===== src/rtl/clk_ce_gen.sv =====
// Clock-enable generator: synchronised, qualified PLL lock plus NCH programmable divide-by-N enable strobes.
// Optional phase realignment of all channels via cfg_sync when CLKCE_SYNC_EN is defined.
module clk_ce_gen #(
  parameter int NCH      = 5,
  parameter int DW       = 8,
  parameter int LOCK_CYC = 16,
  parameter int DIV_INIT = 2,
  localparam int CHW     = (NCH > 1) ? $clog2(NCH) : 1
) (
  input  logic           clkin,
  input  logic           rst,
  input  logic           pll_locked_in,
  input  logic           cfg_we,
  input  logic [CHW-1:0] cfg_ch,
  input  logic [DW-1:0]  cfg_div,
  input  logic           cfg_sync,
  output logic [NCH-1:0] ce,
  output logic           locked,
  output logic           rst_out,
  output logic           cfg_ack,
  output logic           cfg_err
);

  localparam int LCW = $clog2(LOCK_CYC + 1);

  logic           s1_q, s1_d, s2_q, s2_d;
  logic [LCW-1:0] lock_cnt_q, lock_cnt_d;
  logic           locked_q, locked_d;
  logic           rst_out_q, rst_out_d;
  logic           cfg_ack_q, cfg_ack_d;
  logic           cfg_err_q, cfg_err_d;
  logic [DW-1:0]  div_q [NCH];
  logic [DW-1:0]  div_d [NCH];
  logic [DW-1:0]  cnt_q [NCH];
  logic [DW-1:0]  cnt_d [NCH];
  logic [NCH-1:0] ce_q, ce_d;
  logic           wr_ok;
  logic           sync_clr;

`ifdef CLKCE_SYNC_EN
  assign sync_clr = cfg_sync;
`else
  logic unused_cfg_sync;
  assign unused_cfg_sync = cfg_sync;
  assign sync_clr        = 1'b0;
`endif

  // NOTE: every combinational output gets a default first so no path can infer a latch.
  always_comb begin
    s1_d = pll_locked_in;
    s2_d = s1_q;

    if (!s2_q)
      lock_cnt_d = '0;
    else if (lock_cnt_q == LCW'(LOCK_CYC))
      lock_cnt_d = lock_cnt_q;
    else
      lock_cnt_d = lock_cnt_q + LCW'(1);

    // Gating with s2 makes locked drop one edge after s2 goes low, not two.
    locked_d  = s2_q && (lock_cnt_q == LCW'(LOCK_CYC));
    rst_out_d = ~locked_d;

    wr_ok     = cfg_we && (int'(cfg_ch) < NCH);
    cfg_ack_d = wr_ok;
    cfg_err_d = cfg_we && !wr_ok;

    for (int i = 0; i < NCH; i++) begin
      div_d[i] = div_q[i];
      cnt_d[i] = cnt_q[i];
      ce_d[i]  = 1'b0;
      if (wr_ok && (int'(cfg_ch) == i)) begin
        div_d[i] = cfg_div;
        cnt_d[i] = '0;
      end else if (sync_clr || !locked_q || (div_q[i] == '0)) begin
        cnt_d[i] = '0;
      end else if (cnt_q[i] == div_q[i] - DW'(1)) begin
        cnt_d[i] = '0;
        ce_d[i]  = 1'b1;
      end else begin
        cnt_d[i] = cnt_q[i] + DW'(1);
      end
    end
  end

  // NOTE: sequential state uses non-blocking assignments so every flop samples pre-edge values.
  always_ff @(posedge clkin) begin
    if (rst) begin
      s1_q       <= 1'b0;
      s2_q       <= 1'b0;
      lock_cnt_q <= '0;
      locked_q   <= 1'b0;
      rst_out_q  <= 1'b1;
      cfg_ack_q  <= 1'b0;
      cfg_err_q  <= 1'b0;
      ce_q       <= '0;
      // NOTE: the divisor/counter arrays are plain flops, so they can and must take the reset value.
      for (int i = 0; i < NCH; i++) begin
        div_q[i] <= DW'(DIV_INIT);
        cnt_q[i] <= '0;
      end
    end else begin
      s1_q       <= s1_d;
      s2_q       <= s2_d;
      lock_cnt_q <= lock_cnt_d;
      locked_q   <= locked_d;
      rst_out_q  <= rst_out_d;
      cfg_ack_q  <= cfg_ack_d;
      cfg_err_q  <= cfg_err_d;
      ce_q       <= ce_d;
      for (int i = 0; i < NCH; i++) begin
        div_q[i] <= div_d[i];
        cnt_q[i] <= cnt_d[i];
      end
    end
  end

  assign ce      = ce_q;
  assign locked  = locked_q;
  assign rst_out = rst_out_q;
  assign cfg_ack = cfg_ack_q;
  assign cfg_err = cfg_err_q;

endmodule


===== config.mk =====
export PLATFORM = sky130hd
export DESIGN_NAME = clk_ce_gen
export DESIGN_NICKNAME = d
export VERILOG_FILES = /design/src/rtl/clk_ce_gen.sv
export SDC_FILE = /design/constraint.sdc
export NUM_CORES = 1
export LEC_CHECK = 0
export ABC_AREA = 1
export CORE_ASPECT_RATIO = 1.2
export CORE_MARGIN = 3
export CORE_UTILIZATION = 25
export DETAILED_ROUTE_END_ITERATION = 10
export SLEW_MARGIN = 20
export SYNTH_ARGS = -nofsm -noshare
export SYNTH_HDL_FRONTEND = slang
export SYNTH_SLANG_ARGS = --single-unit

===== constraint.sdc =====
create_clock -name clkin -period 2.8 [get_ports clkin]
set_clock_uncertainty 0.2 [all_clocks]
set_input_delay 0.28 -clock clkin [delete_from_list [all_inputs] [get_ports clkin]]
set_output_delay 0.28 -clock clkin [all_outputs]
set_load 0.01 [all_outputs]

* After elaboration in Yosys (flattened, before gate mapping)
Memory sizes are Yosys's and may differ from the RTL's.
Cells that the tools add are included.
** Operators by class
- Add/sub/neg operators :: 11
- Mux-type cells :: 38
- Reductions and logical operators :: 27
- Shift-type cells :: 0
- Equal/unequal tests :: 10
- Order comparisons :: 1
- Multipliers :: 0
- Divide/modulo/power cells :: 0
- Bitwise logic cells :: 12
** Operators by type and width (count)
- 8-bit two-way mux :: 30
- 8-bit by 1-bit adder with 8-bit output, second input constant :: 5
- 8-bit equality test :: 5
- 8-bit zero test :: 5
- 8-bit by 1-bit subtractor with 8-bit output, second input constant :: 5
- 3-bit OR reduction :: 5
- 1-bit bitwise OR :: 10
- 3-bit equality test, second input constant :: 3
- 1-bit logical AND :: 8
- 1-bit two-way mux :: 8
- 5-bit by 1-bit adder with 5-bit output, second input constant :: 1
- 5-bit equality test, second input constant :: 1
- 1-bit logical OR :: 5
- 3-bit by 2-bit equality test with 1-bit output, second input constant :: 1
- 3-bit zero test :: 1
- 3-bit < comparator, second input constant :: 1
- 1-bit zero test :: 2
- 1-bit NOT :: 2
- 2-bit OR reduction :: 1
** Storage, ports and cells
- Output and inout bits :: 9
- Word-level logic and storage cells :: 113
- Memories kept :: 2
- Bits in writable memories :: 80
- Bits in latches :: 0
- Register bits :: 16
- Input port bits :: 16
- Bits in read-only memories :: 0
** Memory list
- cnt_q :: depth 5, width 8, rd ports 5, clocked after Yosys merged registers in 0, wr ports 5, line 34 : logic [DW-1:0] cnt_q [NCH];
- div_q :: depth 5, width 8, rd ports 5, clocked after Yosys merged registers in 0, wr ports 5, line 32 : logic [DW-1:0] div_q [NCH];

* Depth between registers and ports, before layout
An unclocked memory read counts as a cell.
- Depth in word-level cells :: 7
- Depth in mapped cells :: 13
- Mapped depth without buffers :: 13

* Least setup slack after synthesis
OpenSTA, ideal clock, no wires.
- Kind :: flip-flop to flip-flop
- From :: memory div_q[0][0]
- To :: memory cnt_q[0][0]
- Stages on the path, launching flop included :: 14
- Path buffers :: 0
- Path slack :: 1.089 ns
- Data required time :: 2.483 ns
- Arrival time :: 1.394 ns
- Setup time :: 0.117 ns
- Period minus slack after synthesis :: 1.711 ns
- Cell sequence :: dfxtp_1 -> inv_1 -> ha_1 -> inv_1 -> nand2_1 -> nand2_1 -> nor2_1 -> nand2_1 -> nor2_1 -> nand2_1 -> nor2_1 -> nand2_1 -> nand2_2 -> nor2_1
** RTL lines (line)
- start: declaration :: 32
- end: declaration :: 34

==> impl_metrics.py <==
metrics = {
    "sta": {
        "relSlewSlack": 0.7177,
        "worst_hold_slack_ns": 0.2042,
        "tns_ns": 0,
        "fmax_mhz": 525.9,
        "post-route-period-util": 0.6791,
        "fin_ws_ns": 0.8986,
        "hold_violations": 0,
        "rsz0062_at_grt": "no",
        "drv_slew": 0,
        "tightest_slew_ns": 0.4202,
        "fin_crit_ns": 1.901,
        "setup_viol": 0,
    },
    "clock_network": {
        "root_buffer": "clkbuf_16",
        "clk_latency_ns": 0.34,
        "cts_setup_buffers": 0,
        "cts_max_path_buffers": 2,
        "cts_resized": 0,
        "cts_sinks": 96,
        "ctsHoldBuffers": 0,
        "cts_made_buffers": 9,
        "clk_pin_slew_worst_paths_ns": 0.06,
        "tritoncts": "built",
        "htreeDepth": 3,
    },
    "worst_setup_path": {
        "critPathRequiredTime_ns": 2.83,
        "critPathKind": "reg -> reg",
        "cp_max_fo": 8,
        "cp.arrival_ns": 1.93,
        "cp_slowest_cell": "dfxtp_1",
        "crit_path_cell_trace": "inv_1 -> ha_1 -> xor2_1 -> nand2_1 -> nor2_1 -> nand3_1 -> nor2_1 -> nand2_1 -> nand2_1 -> nor2_1",
        "start_kind": "register",
        "cp-end-kind": "register",
        "slowest_delay_ns": 0.34,
    },
    "synth": {
        "syn_inst": 690,
        "yosys_warnings": 0,
        "synth.distinct_cells": 29,
        "ys_seq_area_frac": 0.3919,
        "ys_ff_latch": 96,
        "synthesis.nets": 723,
        "syn-cell-area_um2": 4903,
        "avgSynthCellArea_um2": 7.106,
    },
    "power_and_ir_drop": {
        "ir_worst_vdd_uv": 394.1,
        "power.total_mw": 2.897,
        "p_leak_nw": 2.327,
        "power.density_nw_per_um2": 504.6,
    },
    "detailed_routing": {
        "wl_per_cell_um": 10.19,
        "routed_wl_um": 9967,
        "antenna_left": 0,
        "num_vias": 4041,
        "first_pass_iters": 5,
        "drt_iter0_drc": 107,
        "drc": 0,
        "vias_per_cell": 4.132,
    },
    "place": {
        "pre_cts_slack_ns": 0.6618,
        "dp_cells": 962,
        "port_buffers": 23,
        "gp_congestion": 0.7868,
        "placed_area_um2": 5434,
        "dpl.hpwl_um": 7464,
    },
    "layout": {
        "register_area_um2": 1922,
        "drive_gt1_frac": 0.04294,
        "diodes": 0,
        "layout_commonest_cell": "nor2_1",
        "final.fill_count": 2093,
        "nets": 750,
        "syn2layout_area_growth_pct": 17.10,
        "final_cell_mix": "nor2_1, nand2_1, dfxtp_1",
        "fin_area_um2": 5742,
        "post-route-util": 0.3012,
        "multiInputGateArea_um2": 2635,
        "final_cells": 978,
    },
    "die": {
        "core-area_um2": 19060,
        "rows": 55,
        "die_h_um": 159.4,
        "die_w_um": 133.8,
        "die_area_um2": 21340,
        "start_util": 0.2572,
        "ios": 25,
    },
    "global_routing": {
        "grt_pass1_vias": 3772,
        "overflow": 0,
        "grt_usage": 0.09700,
        "grt_pass1_wl_um": 17150,
        "grt_max_degree": 42,
        "antenna_found_initial": 0,
    },
    "worst_hold_path": {
        "hold_class": "reg -> reg",
    },
    "run_status": {
        "status": "finished clean",
    },
    "flow_run": {
        "maxCapViolCount": 0,
    },
}
-- path summary, 6_finish.rpt --
path,startpoint,to,slack (ns),cells past startpoint
worst max-delay path,div_q[0][32],cnt_q[0][35],0.90,10
worst min-delay path,s1_q,s2_q,0.20,2
worst max register to register,div_q[0][32],cnt_q[0][35],0.90,10
worst min register to register,s1_q,s2_q,0.20,2
-- critical path, delay by kind of cell (launching register included) --
kind                     cells  cell delay (ns)
XOR/XNOR                     1             0.14
adder cells (fa/ha/maj)      1             0.31
buffers and inverters        1             0.09
flip-flops                   1             0.34
AND/OR/NAND/NOR              7             0.73
-- registers in the layout, indices dropped and copies added (netlist names) --
| name | cells |
|---|---|
| lock_cnt_q | 5 |
| cfg_ack | 1 |
| s2_q | 1 |
| locked | 1 |
| rst_out | 1 |
| cnt_q | 40 |
| cfg_err | 1 |
| div_q | 40 |
| ce | 5 |
| s1_q | 1 |
-- power breakdown --
group          total, mW  internal, mW  switching [mW]
Clock               1.27         0.743           0.524
Combinational      0.221        0.0902           0.130
Sequential          1.41          1.39          0.0213
-- per-layer routing --
layer	GRT usage	up-vias	wire [um]
met2	0.1566	35	4643
met3	0.01802	14	207
li1	-	2219	-
met4	0.04490	0	226
met1	0.1250	1773	4890
met5	0	-	0
-- cells by family after synthesis --
| logic type | synth area share |
|---|---|
| buffers and inverters | 0.07068 |
| AO/OA/AOI/OAI | 0.07630 |
| AND/OR/NAND/NOR | 0.2963 |
| adder cells (fa/ha/maj) | 0.04338 |
| XOR/XNOR | 0.1215 |
| flip-flops | 0.3919 |
-- layout make-up --
class                      instances  share of cell area
timing repair buffer              27             0.04533
multi-input combinational        504              0.4589
sequential                        96              0.3347
clock inverter                     4            0.008934
clock buffer                      12             0.04467
inverter                          79             0.05165
tap                              256             0.05579
-- synthesized netlist by cell type --
library cell	number	area (um2)
nand3_2	1	10.01
a41oi_1	2	17.52
inv_1	78	292.8
buf_6	1	11.26
inv_2	1	3.750
nor4_1	1	6.260
o21bai_4	1	18.77
and3_1	3	18.77
buf_2	1	5.000
dfxtp_1	96	1922
nand2_2	4	25.02
nand3_1	46	230.2
and2_4	1	8.760
ha_1	17	212.7
xor2_1	38	332.8
a21oi_1	19	95.09
nor2_2	3	18.77
nand2b_1	1	6.260
o211ai_1	5	37.54
nor3_1	5	25.02
nand2_1	133	499.2
nor2_4	1	11.26
nand4_1	5	31.28
clkbuf_1	9	33.78
xnor2_1	30	262.8
nand3b_1	2	15.01
or2_1	1	6.260
nor2_1	144	540.5
o21ai_0	41	205.2
Power figures use the tool's default switching activity.
